File: src/rtl/decode_pkg.sv
// Shared encodings for the decode stage: MIPS-I opcode/funct values, the
// ALU operation set handed to execute, and the hard-wired zero register.
package decode_pkg;

  typedef enum logic [3:0] {
    ALU_NOP = 4'd0,
    ALU_ADD = 4'd1,
    ALU_SUB = 4'd2,
    ALU_AND = 4'd3,
    ALU_OR  = 4'd4,
    ALU_SLT = 4'd5
  } alu_op_t;

  localparam logic [5:0] OP_RTYPE = 6'h00;
  localparam logic [5:0] OP_ADDI  = 6'h08;
  localparam logic [5:0] OP_LW    = 6'h23;
  localparam logic [5:0] OP_SW    = 6'h2B;

  localparam logic [5:0] FN_ADD = 6'h20;
  localparam logic [5:0] FN_SUB = 6'h22;
  localparam logic [5:0] FN_AND = 6'h24;
  localparam logic [5:0] FN_OR  = 6'h25;
  localparam logic [5:0] FN_SLT = 6'h2A;

  localparam logic [4:0] REG_ZERO = 5'd0;

endpackage

File: src/rtl/instr_decoder.sv
// Purely combinational instruction decode: ALU op, destination, control flags
// and sign-extended immediate for the supported MIPS-I subset.
module instr_decoder
  import decode_pkg::*;
(
  input  logic [31:0] instr,
  output alu_op_t     alu_op,
  output logic [4:0]  dst,
  output logic        reg_write,
  output logic        mem_read,
  output logic        mem_write,
  output logic        illegal,
  output logic        use_imm,
  output logic        rt_used,
  output logic [31:0] imm
);

  logic [5:0] opcode;
  logic [5:0] funct;
  logic [4:0] rt;
  logic [4:0] rd;
  logic       unused_shamt;

  assign opcode       = instr[31:26];
  assign funct        = instr[5:0];
  assign rt           = instr[20:16];
  assign rd           = instr[15:11];
  assign unused_shamt = ^instr[10:6];

  assign imm = {{16{instr[15]}}, instr[15:0]};

  // rt is a source operand for R-type and for the sw store data
  assign rt_used = (opcode == OP_RTYPE) || (opcode == OP_SW);

  always_comb begin
    alu_op    = ALU_NOP;
    dst       = REG_ZERO;
    reg_write = 1'b0;
    mem_read  = 1'b0;
    mem_write = 1'b0;
    illegal   = 1'b0;
    use_imm   = 1'b0;
    case (opcode)
      OP_RTYPE: begin
        dst       = rd;
        reg_write = 1'b1;
        case (funct)
          FN_ADD:  alu_op = ALU_ADD;
          FN_SUB:  alu_op = ALU_SUB;
          FN_AND:  alu_op = ALU_AND;
          FN_OR:   alu_op = ALU_OR;
          FN_SLT:  alu_op = ALU_SLT;
          default: begin
            illegal   = 1'b1;
            reg_write = 1'b0;
            dst       = REG_ZERO;
          end
        endcase
      end
      OP_ADDI: begin
        alu_op    = ALU_ADD;
        dst       = rt;
        reg_write = 1'b1;
        use_imm   = 1'b1;
      end
      OP_LW: begin
        alu_op    = ALU_ADD;
        dst       = rt;
        reg_write = 1'b1;
        mem_read  = 1'b1;
        use_imm   = 1'b1;
      end
      OP_SW: begin
        alu_op    = ALU_ADD;
        mem_write = 1'b1;
        use_imm   = 1'b1;
      end
      default: illegal = 1'b1;
    endcase
    // writes to $0 are architecturally void
    if (dst == REG_ZERO) reg_write = 1'b0;
  end

endmodule

File: src/rtl/decode_stage.sv
// Decode pipeline stage: register read with write-back bypass, load-use
// hazard detection, and a single output slot with valid/ready handshake.
module decode_stage
  import decode_pkg::*;
(
  input  logic        clk,
  input  logic        reset_b,
  input  logic        flush,
  input  logic        if_valid,
  input  logic [31:0] if_instr,
  output logic        id_ready,
  output logic [4:0]  rd_reg1,
  output logic [4:0]  rd_reg2,
  input  logic [31:0] rd_data1,
  input  logic [31:0] rd_data2,
  input  logic        wb_write,
  input  logic [4:0]  wb_reg,
  input  logic [31:0] wb_data,
  input  logic        ex_ready,
  output logic        ex_valid,
  output logic [3:0]  ex_alu_op,
  output logic [31:0] ex_a,
  output logic [31:0] ex_b,
  output logic [31:0] ex_store_data,
  output logic [4:0]  ex_dst,
  output logic        ex_reg_write,
  output logic        ex_mem_read,
  output logic        ex_mem_write,
  output logic        ex_illegal
);

  alu_op_t     dec_alu_op;
  logic [4:0]  dec_dst;
  logic        dec_reg_write;
  logic        dec_mem_read;
  logic        dec_mem_write;
  logic        dec_illegal;
  logic        dec_use_imm;
  logic        dec_rt_used;
  logic [31:0] dec_imm;

  logic [4:0]  src_reg  [2];
  logic [31:0] src_data [2];
  logic [31:0] opnd     [2];

  logic        adv;
  logic        stall;
  logic        accept;

  assign rd_reg1 = if_instr[25:21];
  assign rd_reg2 = if_instr[20:16];

  assign src_reg[0]  = rd_reg1;
  assign src_reg[1]  = rd_reg2;
  assign src_data[0] = rd_data1;
  assign src_data[1] = rd_data2;

  instr_decoder u_dec (
    .instr     (if_instr),
    .alu_op    (dec_alu_op),
    .dst       (dec_dst),
    .reg_write (dec_reg_write),
    .mem_read  (dec_mem_read),
    .mem_write (dec_mem_write),
    .illegal   (dec_illegal),
    .use_imm   (dec_use_imm),
    .rt_used   (dec_rt_used),
    .imm       (dec_imm)
  );

  // Same-cycle write-back wins over the register file; $0 is forced to zero last.
  genvar gi;
  generate
    for (gi = 0; gi < 2; gi++) begin : g_opnd
      always_comb begin
        opnd[gi] = src_data[gi];
        if (wb_write && (wb_reg != REG_ZERO) && (wb_reg == src_reg[gi]))
          opnd[gi] = wb_data;
        if (src_reg[gi] == REG_ZERO)
          opnd[gi] = '0;
      end
    end
  endgenerate

  assign adv   = !ex_valid || ex_ready;
  assign stall = ex_valid && ex_mem_read && (ex_dst != REG_ZERO) &&
                 ((ex_dst == rd_reg1) || (dec_rt_used && (ex_dst == rd_reg2)));

  assign id_ready = reset_b && adv && !stall && !flush;
  assign accept   = if_valid && id_ready;

  always_ff @(posedge clk) begin
    if (!reset_b) begin
      ex_valid      <= 1'b0;
      ex_alu_op     <= '0;
      ex_a          <= '0;
      ex_b          <= '0;
      ex_store_data <= '0;
      ex_dst        <= '0;
      ex_reg_write  <= 1'b0;
      ex_mem_read   <= 1'b0;
      ex_mem_write  <= 1'b0;
      ex_illegal    <= 1'b0;
    end else if (flush) begin
      ex_valid <= 1'b0;
    end else if (accept) begin
      ex_valid      <= 1'b1;
      ex_alu_op     <= dec_alu_op;
      ex_a          <= opnd[0];
      ex_b          <= dec_use_imm ? dec_imm : opnd[1];
      ex_store_data <= opnd[1];
      ex_dst        <= dec_dst;
      ex_reg_write  <= dec_reg_write;
      ex_mem_read   <= dec_mem_read;
      ex_mem_write  <= dec_mem_write;
      ex_illegal    <= dec_illegal;
    end else if (adv) begin
      ex_valid <= 1'b0;
    end
  end

endmodule

File: config.mk
export PLATFORM = sky130hd
export DESIGN_NAME = decode_stage
export DESIGN_NICKNAME = d
export VERILOG_FILES = /design/src/rtl/decode_pkg.sv /design/src/rtl/instr_decoder.sv /design/src/rtl/decode_stage.sv
export SDC_FILE = /design/constraint.sdc
export NUM_CORES = 1
export LEC_CHECK = 0
export CAP_MARGIN = 20
export CORE_ASPECT_RATIO = 1.2
export CORE_UTILIZATION = 42
export DETAILED_ROUTE_END_ITERATION = 12
export PLACE_DENSITY = 0.87
export SETUP_SLACK_MARGIN = 0.4
export SLEW_MARGIN = 10
export SYNTH_ARGS = -nofsm -noshare
export SYNTH_HDL_FRONTEND = slang
export SYNTH_SLANG_ARGS = --single-unit
File: constraint.sdc
create_clock -name clk -period 3.36 [get_ports clk]
set_input_delay 0.672 -clock clk [delete_from_list [all_inputs] [get_ports clk]]
set_output_delay 0.672 -clock clk [all_outputs]
set_load 0.05 [all_outputs]
# Word-level counts from Yosys, hierarchy flattened
# Index checks and enable logic that the tools add are counted.
# totals
ff_bits	110
out_inout_bits	121
elab_cells	72
# op_classes
n_eq_ne	12
mux	19
bitwise	2
n_reduce_logical	29
# op_table
op	n
$mux W32	5
$eq A6 B6 Y1 const B	7
$eq A5 B5 Y1	4
$logic_not A5 Y1	3
$pmux W3 S5	1
$logic_and A1 B1 Y1	11
$pmux W5 S2	1
$reduce_bool A5 Y1	2
$mux W1	8
$pmux W4 S2	1
$eq A6 B4 Y1 const B	1
$logic_not A6 Y1	1
$mux W5	1
$reduce_or A5 Y1	1
$pmux W1 S2	2
$reduce_or A2 Y1	2
$logic_not A1 Y1	3
$logic_or A1 B1 Y1	3
$reduce_or A3 Y1	1
$not A1 Y1	2
$reduce_and A2 Y1	1
$reduce_bool A2 Y1	1

# Longest topological paths before layout
# Gate-level depths: netlist of the first run.
# depth
depth_word	10
depth_mapped	9
ltp_nobuf	6

# By module
# A second synthesis of the first run with hierarchy kept.
# hier_totals
cells_unflattened	803
hier_area_um2	6730.2
# modules_own_cells
module	n_inst	cells_per_inst	area_per_inst_um2	seq_area_each_um2
decode_stage	1	730	6175.9	2202.1
instr_decoder	1	73	554.3	0.0

# Worst setup path before layout of the first run
# OpenSTA, ideal clock, no wires.
# synth_timing
path_type	reg2out
startpoint	reg ex_dst[0]
endpoint	out id_ready
t_arrival_ns	2.458
setup_slack_ns	0.230
stages_incl_launch_ff	8
cell_sequence	dfxtp_1 or4_1 o211ai_1 a21oi_1 buf_4 buf_4 buf_4 nor2b_1
# synth_between
elab_chain_cells	7
word_cells_on_any_way	10
classes_between	eq/ne (2); reduce/logical (8)
# synth_lines
element	line_no	text
start: declaration	decode_stage.sv:25	output logic [4:0] ex_dst,
start signal: assignment	decode_stage.sv:112	ex_dst <= dec_dst;
$eq A5 B5 Y1	decode_stage.sv:87	((ex_dst == rd_reg1) || (dec_rt_used && (ex_dst == rd_reg2)));
$logic_and A1 B1 Y1	decode_stage.sv:87	
$logic_or A1 B1 Y1	decode_stage.sv:87	
$logic_and A1 B1 Y1 *	decode_stage.sv:86	assign stall = ex_valid && ex_mem_read && (ex_dst != REG_ZERO) &&
$logic_not A1 Y1 *	decode_stage.sv:89	assign id_ready = reset_b && adv && !stall && !flush;
$logic_and A1 B1 Y1 * (2 in series)	decode_stage.sv:89	
end: declaration	decode_stage.sv:11	output logic id_ready,
# Mark *: on every way between the ends. The rest lies on a longest branch, timed or not.

# Final worst setup path of the first run
# layout_timing
startpoint	in if_instr[20]
endpoint	out id_ready
# layout_between
elab_chain_cells	7
# layout_lines
element	line_no	text
start: declaration	decode_stage.sv:10	input logic [31:0] if_instr,
$eq A5 B5 Y1	decode_stage.sv:87	
$logic_and A1 B1 Y1	decode_stage.sv:87	
$logic_or A1 B1 Y1	decode_stage.sv:87	
$logic_and A1 B1 Y1	decode_stage.sv:86	
$logic_not A1 Y1	decode_stage.sv:89	
$logic_and A1 B1 Y1 (2 in series)	decode_stage.sv:89	
# No other way between the ends.

==> metrics.md, run 1 <==
| Metric | Value |
|---|---|
| Syn avg cell area | 9.638 sq um |
| Post-synthesis async set-or-reset flop share | 0% |
| HPWL Detailed | roughly 14000 um |
| Vias in the first global route | 5849 |
| Cells after Synth | 582 |
| Cell count after placement | 957 |
| DRT antenna net count | 0 |
| Worst VDD drop | ~0.24 mV |
| Sw frac | 30.25% |
| Rows | 45 |
| Yosys top cell by area | dfxtp_1 |
| Die area | 13820 sq um |
| Routed len/inst | 20.06 um |
| Io pins | 260 |
| Share of cells above drive strength 1 | 17.24% |
| Initial antenna violation count | 0 |
| Final Hold Violating Endpoints | 0 |
| Worst path max stage delay | between 0.5 and 0.6 ns |
| Setup Skew | 0.008287 ns |
| Unique cell type count in the Yosys netlist | 47 |
| Post-Syn Nets | between 700 and 800 |
| Clock Latency Late Sink | 0.34 ns |
| Seq cells post-synth | 109 |
| Highest routed layer | met4 |
| H-tree depth reported by CTS | 3 |
| Vias | 5889 |
| Post-synth EDFFs | 0 |
| Crit path time final | 2.910 ns |
| Final Max Tran Viols | 0 |
| Gpl congestion | roughly 0.9 |
| Part of the power in registers | between 40% and 50% |
| Worst min-delay path category | reg2reg |
| DRC | 0 |
| Top_reg_cell synth | dfxtp_1 |
| Pint | 2.243 mW |
| Die width | 107.5 um |
| Total GRT Usage | 27.49% |
| Crit Path Category | in2out |
| Reg2reg setup slack | approximately 0.67 ns |
| Synthesized area | 5609 sq um |
| WL met3 | 1534 um |
| CTS tree | yes |
| Worst Tran Pin Value | 0.8138 ns |
| Combinational share of power | 24.4% |
| Most common cell after layout, fill and taps aside | clkdlybuf4s50_1 |
| CP endpoint | id_ready |
| Final nets | 946 |
| Fmax | about 340 MHz |
| Sequential share of the synthesized area | 38.90% |
| RSZ-0062 raised after global routing | false |
| CORE AREA | 12840 sq um |
| Final cell count without fillers | 976 |
| Sw Pwr | 0.9729 mW |
| Clock Tree Buf Depth | 2 |
| Result of the run | completed |
| CP required | 2.69 ns |
| Clock root buffer | clkbuf_16 |
| Cts bufs inserted | 9 |
| Critical path startpoint | if_instr[20] |
| # hold bufs at CTS | 0 |
| First-pass GRT wire length | roughly 30000 um |
| Setup violations, final | 0 |
| YS warnings | 0 |
| Chip height | 128.6 um |
| Vias per std cell | 6.034 |
| Clock power share | 33.1% |
| Commonest cells after routing, fill and taps aside | clkdlybuf4s50_1 (247), dfxtp_1 (109), mux2i_1 (68) |
| Launch point of the worst reg-to-reg path | ex_dst[3] |
| Critical R2R Capture | ex_alu_op[2] |
| Finished Cell Area | 8652 sq um |
| Critical Path Source Type | input pin |
| Synth top area share | 38.90% |
| Period utilization | 86.61% |
| Critical-path cell list | clkdlybuf4s50_1 > xor2_1 > or4_4 > a21oi_4 > nor2b_2 > buf_6 |
| Crit path arrival time | 2.24 ns |
| Placed cell area | ~8300 sq um |
| Pre-antenna DRT Iters | 5 |
| Total Routed Length | 19580 um |
| Clk pin slew, worst setup/hold paths | approximately 0.070 ns |
| Starting Density | a little over two fifths |
| Worst Path Max Fanout | 2 |
| CP Capture Type | primary output |
| Pwr Density | 371.7 nW/um^2 |
| Largest net degree at the start of global routing | approximately 80 |
| Max-cap violations | 0 |
| Ant diodes | 0 |
| Place WS | -0.1003 ns |
| Leakage | 3.123 nW |
| Slowest cell on crit path | or4_4 |
| I/O Buffers | 258 |
| M1 wire length | approximately 7600 um |
| Met2 wire len | between 9000 and 10000 um |
| Clock sink count | 109 |
| Total power | 3.216 mW |
| GRT overflow | 0 |
| Setup ws final | ~0.45 ns |
| Area grow syn2layout | 54.25% |
| R2R depth | 9 |
| Slew margin rel. | 45.75% |
| Initial DRC count | around 330 |
| Area contributors post-synth | dfxtp_1 (39%), mux2i_1 (12%), a31o_2 (10%) |
## worst min path at each step
stage / start / end / slack (ns) / cells after the start
final: ex_alu_op[1] / ex_alu_op[1] / 0.46 / 2
after global routing: ex_alu_op[1] / ex_alu_op[1] / 0.48 / 2
after CTS: ex_alu_op[1] / ex_alu_op[1] / 0.47 / 2
after detailed placement: ex_alu_op[1] / ex_alu_op[1] / 0.46 / 2
after global placement: ex_alu_op[2] / ex_alu_op[2] / 0.45 / 2
after floorplan: ex_reg_write / ex_reg_write / 0.68 / 2
## stage by stage
stage,util [%],TNS [ns],hold slack (ns)
detailed placement,64.86,-2.691,0.4554
finish,67.40,0,0.4603
floorplan,-,0,0.6772
CTS,67.40,0,0.4664
global route,67.40,0,0.4845
global placement,64.86,0,0.4487
## power by group through the flow
stage	combinational, mW	clock (mW)	sequential, mW
after CTS	0.782	1.08	1.37
after global routing	0.819	1.14	1.37
after global placement	0.764	0	1.39
after detailed placement	0.780	0	1.40
after floorplan	0.248	0	1.56
final	0.784	1.07	1.37
## critical path: cells and delay by family
family                 cells  cell delay (ns)
buffers and inverters      2             0.60
AND/OR/NAND/NOR            2             0.61
XOR/XNOR                   1             0.18
AO/OA/AOI/OAI              1             0.18
## area by class of cell
class | count | area [sq um]
tap | 164 | 205.2
clock inverter | 5 | 46.29
fill | 1008 | 4185
sequential | 109 | 2182
clock buffer | 11 | 252.7
inverter | 1 | 3.754
multi-input combinational | 399 | 3112
timing repair buffer | 287 | 2850
## logic make-up after synthesis
| logic type | Yosys count | share of synthesized area, % |
|---|---|---|
| compound gates | 157 | 23.40 |
| xor+xnor | 21 | 3.279 |
| buf+inv | 74 | 6.625 |
| flops | 109 | 38.90 |
| mux | 68 | 12.13 |
| other cells | 1 | 0.06686 |
| simple gates | 152 | 15.59 |
## sequential cells by signal (all words and copies together) (netlist names)
signal         count
ex_a              32
ex_b              32
ex_store_data     32
ex_dst             5
ex_alu_op          3
ex_illegal         1
ex_mem_read        1
ex_mem_write       1
ex_reg_write       1
ex_valid           1
## what timing repair did
action / CTS / global route
gates resized for setup: 13 / 0
setup endpoints to repair: 110 / 2
endpoints found under the hold margin: 0 / 0
pin swaps: 5 / 2
buffers inserted: 3 / 0
## cells in the mapped netlist, types with 7 or more instances
| cell | number |
|---|---|
| buf_2 | 24 |
| o211a_1 | 14 |
| o221a_2 | 14 |
| buf_4 | 15 |
| dfxtp_1 | 109 |
| o211ai_1 | 7 |
| a31o_2 | 67 |
| xnor2_1 | 12 |
| nor4_1 | 65 |
| nand2_1 | 28 |
| o21bai_1 | 15 |
| o21ai_0 | 21 |
| clkbuf_1 | 33 |
| nor2_1 | 21 |
| mux2i_1 | 68 |
| xor2_1 | 9 |
## layer usage
layer | up-vias | track usage [%]
met4 | 0 | 15.55
met1 | 2786 | 32.91
met2 | 329 | 46.46
met3 | 77 | 4.661
met5 | - | 0
li1 | 2697 | -
Note: power is estimated with default switching activity, not from simulation.
==> run 2, diff against run 1 <==
CAP_MARGIN = not set   (was 20)
==> results of run 2 <==
The final DEF is identical to that of run 1; final timing and power are the same.
==> run 3, diff against run 2 <==
CORE_UTILIZATION = 50   (was 42)
DONT_BUFFER_PORTS = 1   (was not set)
PLACE_DENSITY = 0.71   (was 0.87)
SYNTH_HIERARCHICAL = 1   (was not set)
clock period = 3.15 ns   (was 3.36 ns; I/O delays follow)
==> metrics.md, run 3 <==
| Metric | Value |
|---|---|
| CP Capture Type | primary output |
| Post-Syn Nets | 942 (+31%) |
| Worst Tran Pin Value | 0.8191 ns (+0.005298 ns) |
| Pre-antenna DRT Iters | 5 (unchanged) |
| Synth top cells by count | nand2_1 (113), dfxtp_1 (110), mux2i_1 (78), nand3_1 (65), a21o_1 (64) |
| Most common cell after layout, fill and taps aside | nand2_1 |
| Worst hold margin | 0.4211 ns (-0.03920 ns) |
| Synth top area share | 32.72% (-6.2 points) |
| CP bufs+invs | 0 (-2) |
| Clock Tree Buf Depth | 2 (unchanged) |
| M1 wire length | 7768 um (+2.6%) |
| Unique cell type count in the Yosys netlist | 52 (+11%) |
| Top_reg_cell synth | dfxtp_1 |
| Final Hold Violating Endpoints | 0 (unchanged) |
| Post-synthesis async set-or-reset flop share | 0% (unchanged) |
| Placed cell area | 6469 sq um (-22%) |
| Post-synthesis adder-cell area fraction | 0% (unchanged) |
| Routed len/inst | 23.44 um (+17%) |
| Mux share of post-synthesis cell area | 11.60% (-0.53 points) |
| Gpl congestion | 0.9039 (+2.6%) |
| Share of cells above drive strength 1 | 8.714% (-8.5 points) |
| Max-cap violations | 0 (unchanged) |
| Initial antenna violation count | 0 (unchanged) |
| Total power | 3.283 mW (+2.1%) |
| Met2 wire len | 10420 um (+10%) |
| GRT overflow | 0 (unchanged) |
| Fmax | about 380 MHz |
| Highest routed layer | met4 |
| Slowest cell on crit path | o211a_4 |
| Seq cells post-synth | 110 (+0.92%) |
| Post-synthesis xor/xnor area fraction | 2.733% (-0.55 points) |
| Post-Synth Simple-Gate Area | 15.26% (-0.33 points) |
| Cells after Synth | 803 (+38%) |
| H-tree depth reported by CTS | 3 (unchanged) |
| Top-count cell post-synth | nand2_1 |
| Yosys top cell by area | dfxtp_1 |
| CTS tree | yes |
| Io pins | 260 (unchanged) |
| Ant diodes | 0 (unchanged) |
| Clock Latency Late Sink | 0.35 ns (about the same) |
| CORE AREA | 13180 sq um (+2.7%) |
| Starting Density | 51.06% (+7.4 points) |
| Synthesized area | 6730 sq um (+20%) |
| CP required | 2.52 ns (-0.17 ns) |
| Chip height | 129.1 um (+0.38%) |
| Largest net degree at the start of global routing | 113 (+43%) |
| Regs by FF count | ex_a (32), ex_b (32), ex_store_data (32) |
| Area grow syn2layout | 0.6507% |
| Post-CTS setup buffers | 0 (-3) |
| Final Max Tran Viols | 0 (unchanged) |
| Worst Path Max Fanout | 4 (+2) |
| Clock sink count | 110 (+0.92%) |
| Worst min-delay path category | in2reg |
| Clk pin slew, worst setup/hold paths | 0.08 ns (about the same) |
| Post-route setup TNS | 0 ns (unchanged) |
| Crit-path leading delay family | compound AO/OA/AOI/OAI gates |
| Cts bufs inserted | 9 (unchanged) |
| Vias | 5774 (-2.0%) |
| Syn avg cell area | 8.381 sq um (-13%) |
| Area contributors post-synth | dfxtp_1 (33%), mux2i_1 (12%), a21o_1 (7.1%) |
| DRT antenna net count | 0 (unchanged) |
| WL met3 | 1943 um (+27%) |
| Finished Cell Area | 6774 sq um (-22%) |
| Crit path arrival time | 2.01 ns (-0.23 ns) |
| Setup violations, final | 0 (unchanged) |
| Die area | 13930 sq um (+0.77%) |
| RSZ-0062 raised after global routing | false |
| Rows | 46 (+2.2%) |
| DRC | 0 (unchanged) |
| Post-synth EDFFs | 0 (unchanged) |
| Largest family of logic cells by synthesized area | compound AO/OA/AOI/OAI gates |
| Cell count after placement | 876 (-8.5%) |
| Vias per std cell | 6.480 (+7.4%) |
| Slew margin rel. | 45.39% (-0.35 points) |
| Critical-path cell list | and3_2 > and3_1 > a21o_2 > and2_1 > a22oi_2 > o211a_4 |
| Pwr Density | 484.6 nW/um^2 (+30%) |
| Setup ws final | 0.5105 ns (+0.06046 ns) |
| HPWL Detailed | 14560 um (+3.7%) |
| Setup Skew | 0.01270 ns (+0.004412 ns) |
| First-pass GRT wire length | 30880 um (+2.7%) |
| Place WS | 0.2484 ns (+0.3486 ns) |
| Die width | 107.9 um (+0.39%) |
| Critical Path Source Type | input pin |
| Result of the run | completed |
| Period utilization | 83.79% |
| I/O Buffers | 0 (-100%) |
| Crit Path Category | in2out |
| Final cell count without fillers | 891 (-8.7%) |
| Initial DRC count | 400 (+20%) |
| Leakage | 3.033 nW (-2.9%) |
| Post-synthesis compound-gate area fraction | 26.58% (+3.2 points) |
| Total GRT Usage | 29.18% (+1.7 points) |
| Worst path max stage delay | 0.32 ns (-0.22 ns) |
| Sequential share of the synthesized area | 32.72% (-6.2 points) |
| Worst VDD drop | 0.3863 mV (+60%) |
| Total Routed Length | 20890 um (+6.7%) |
| Clock root buffer | clkbuf_16 |
| Commonest cells after routing, fill and taps aside | nand2_1 (113), dfxtp_1 (107), mux2i_1 (78) |
| Finished Core Util | 51.40% (-16 points) |
| YS warnings | 6 (+6) |
| Crit path time final | 2.639 ns |
| Final nets | 858 (-9.3%) |
| Vias in the first global route | 5672 (-3.0%) |
## run 3: worst paths after layout
check / startpoint / cells after the start / end / slack [ns]
max: if_instr[31] / 6 / id_ready / 0.51
min: reset_b / 2 / ex_b[10] / 0.42
max reg2reg: ex_dst[3] / 6 / ex_a[14] / 0.64
min reg2reg: ex_dst[3] / 2 / ex_dst[3] / 0.63
## run 3: cell type report
cell class                      instances  area (sq um)
Timing Repair Buffer                   19         167.7
Tap cell                              168         210.2
Clock buffer                           11         252.7
Inverter                               16         60.06
Fill cell                            1231          6406
Sequential cell                       110          2206
Clock inverter                          4         31.28
Multi-Input combinational cell        563          3846
## run 3: layer usage
layer  vias to the layer above  track usage (%)
met5                         -                0
met1                      2736            32.75
li1                       2655                -
met3                        61            8.099
met2                       322            51.55
met4                         0            12.49
## run 3: kinds of logic after synthesis
logic type,count (synthesis)
flops,110
simple gates,214
other cells,1
mux,78
compound gates,249
xor+xnor,21
buf+inv,130
## run 3: what timing repair did
item,in CTS,in global routing
setup endpoints to repair,9,1
hold buffers,0,0
gates resized for setup,6,1
## run 3: power breakdown
group | internal [mW] | switching [mW]
combinational | 0.179 | 0.258
clock | 0.581 | 0.536
sequential | 1.45 | 0.275
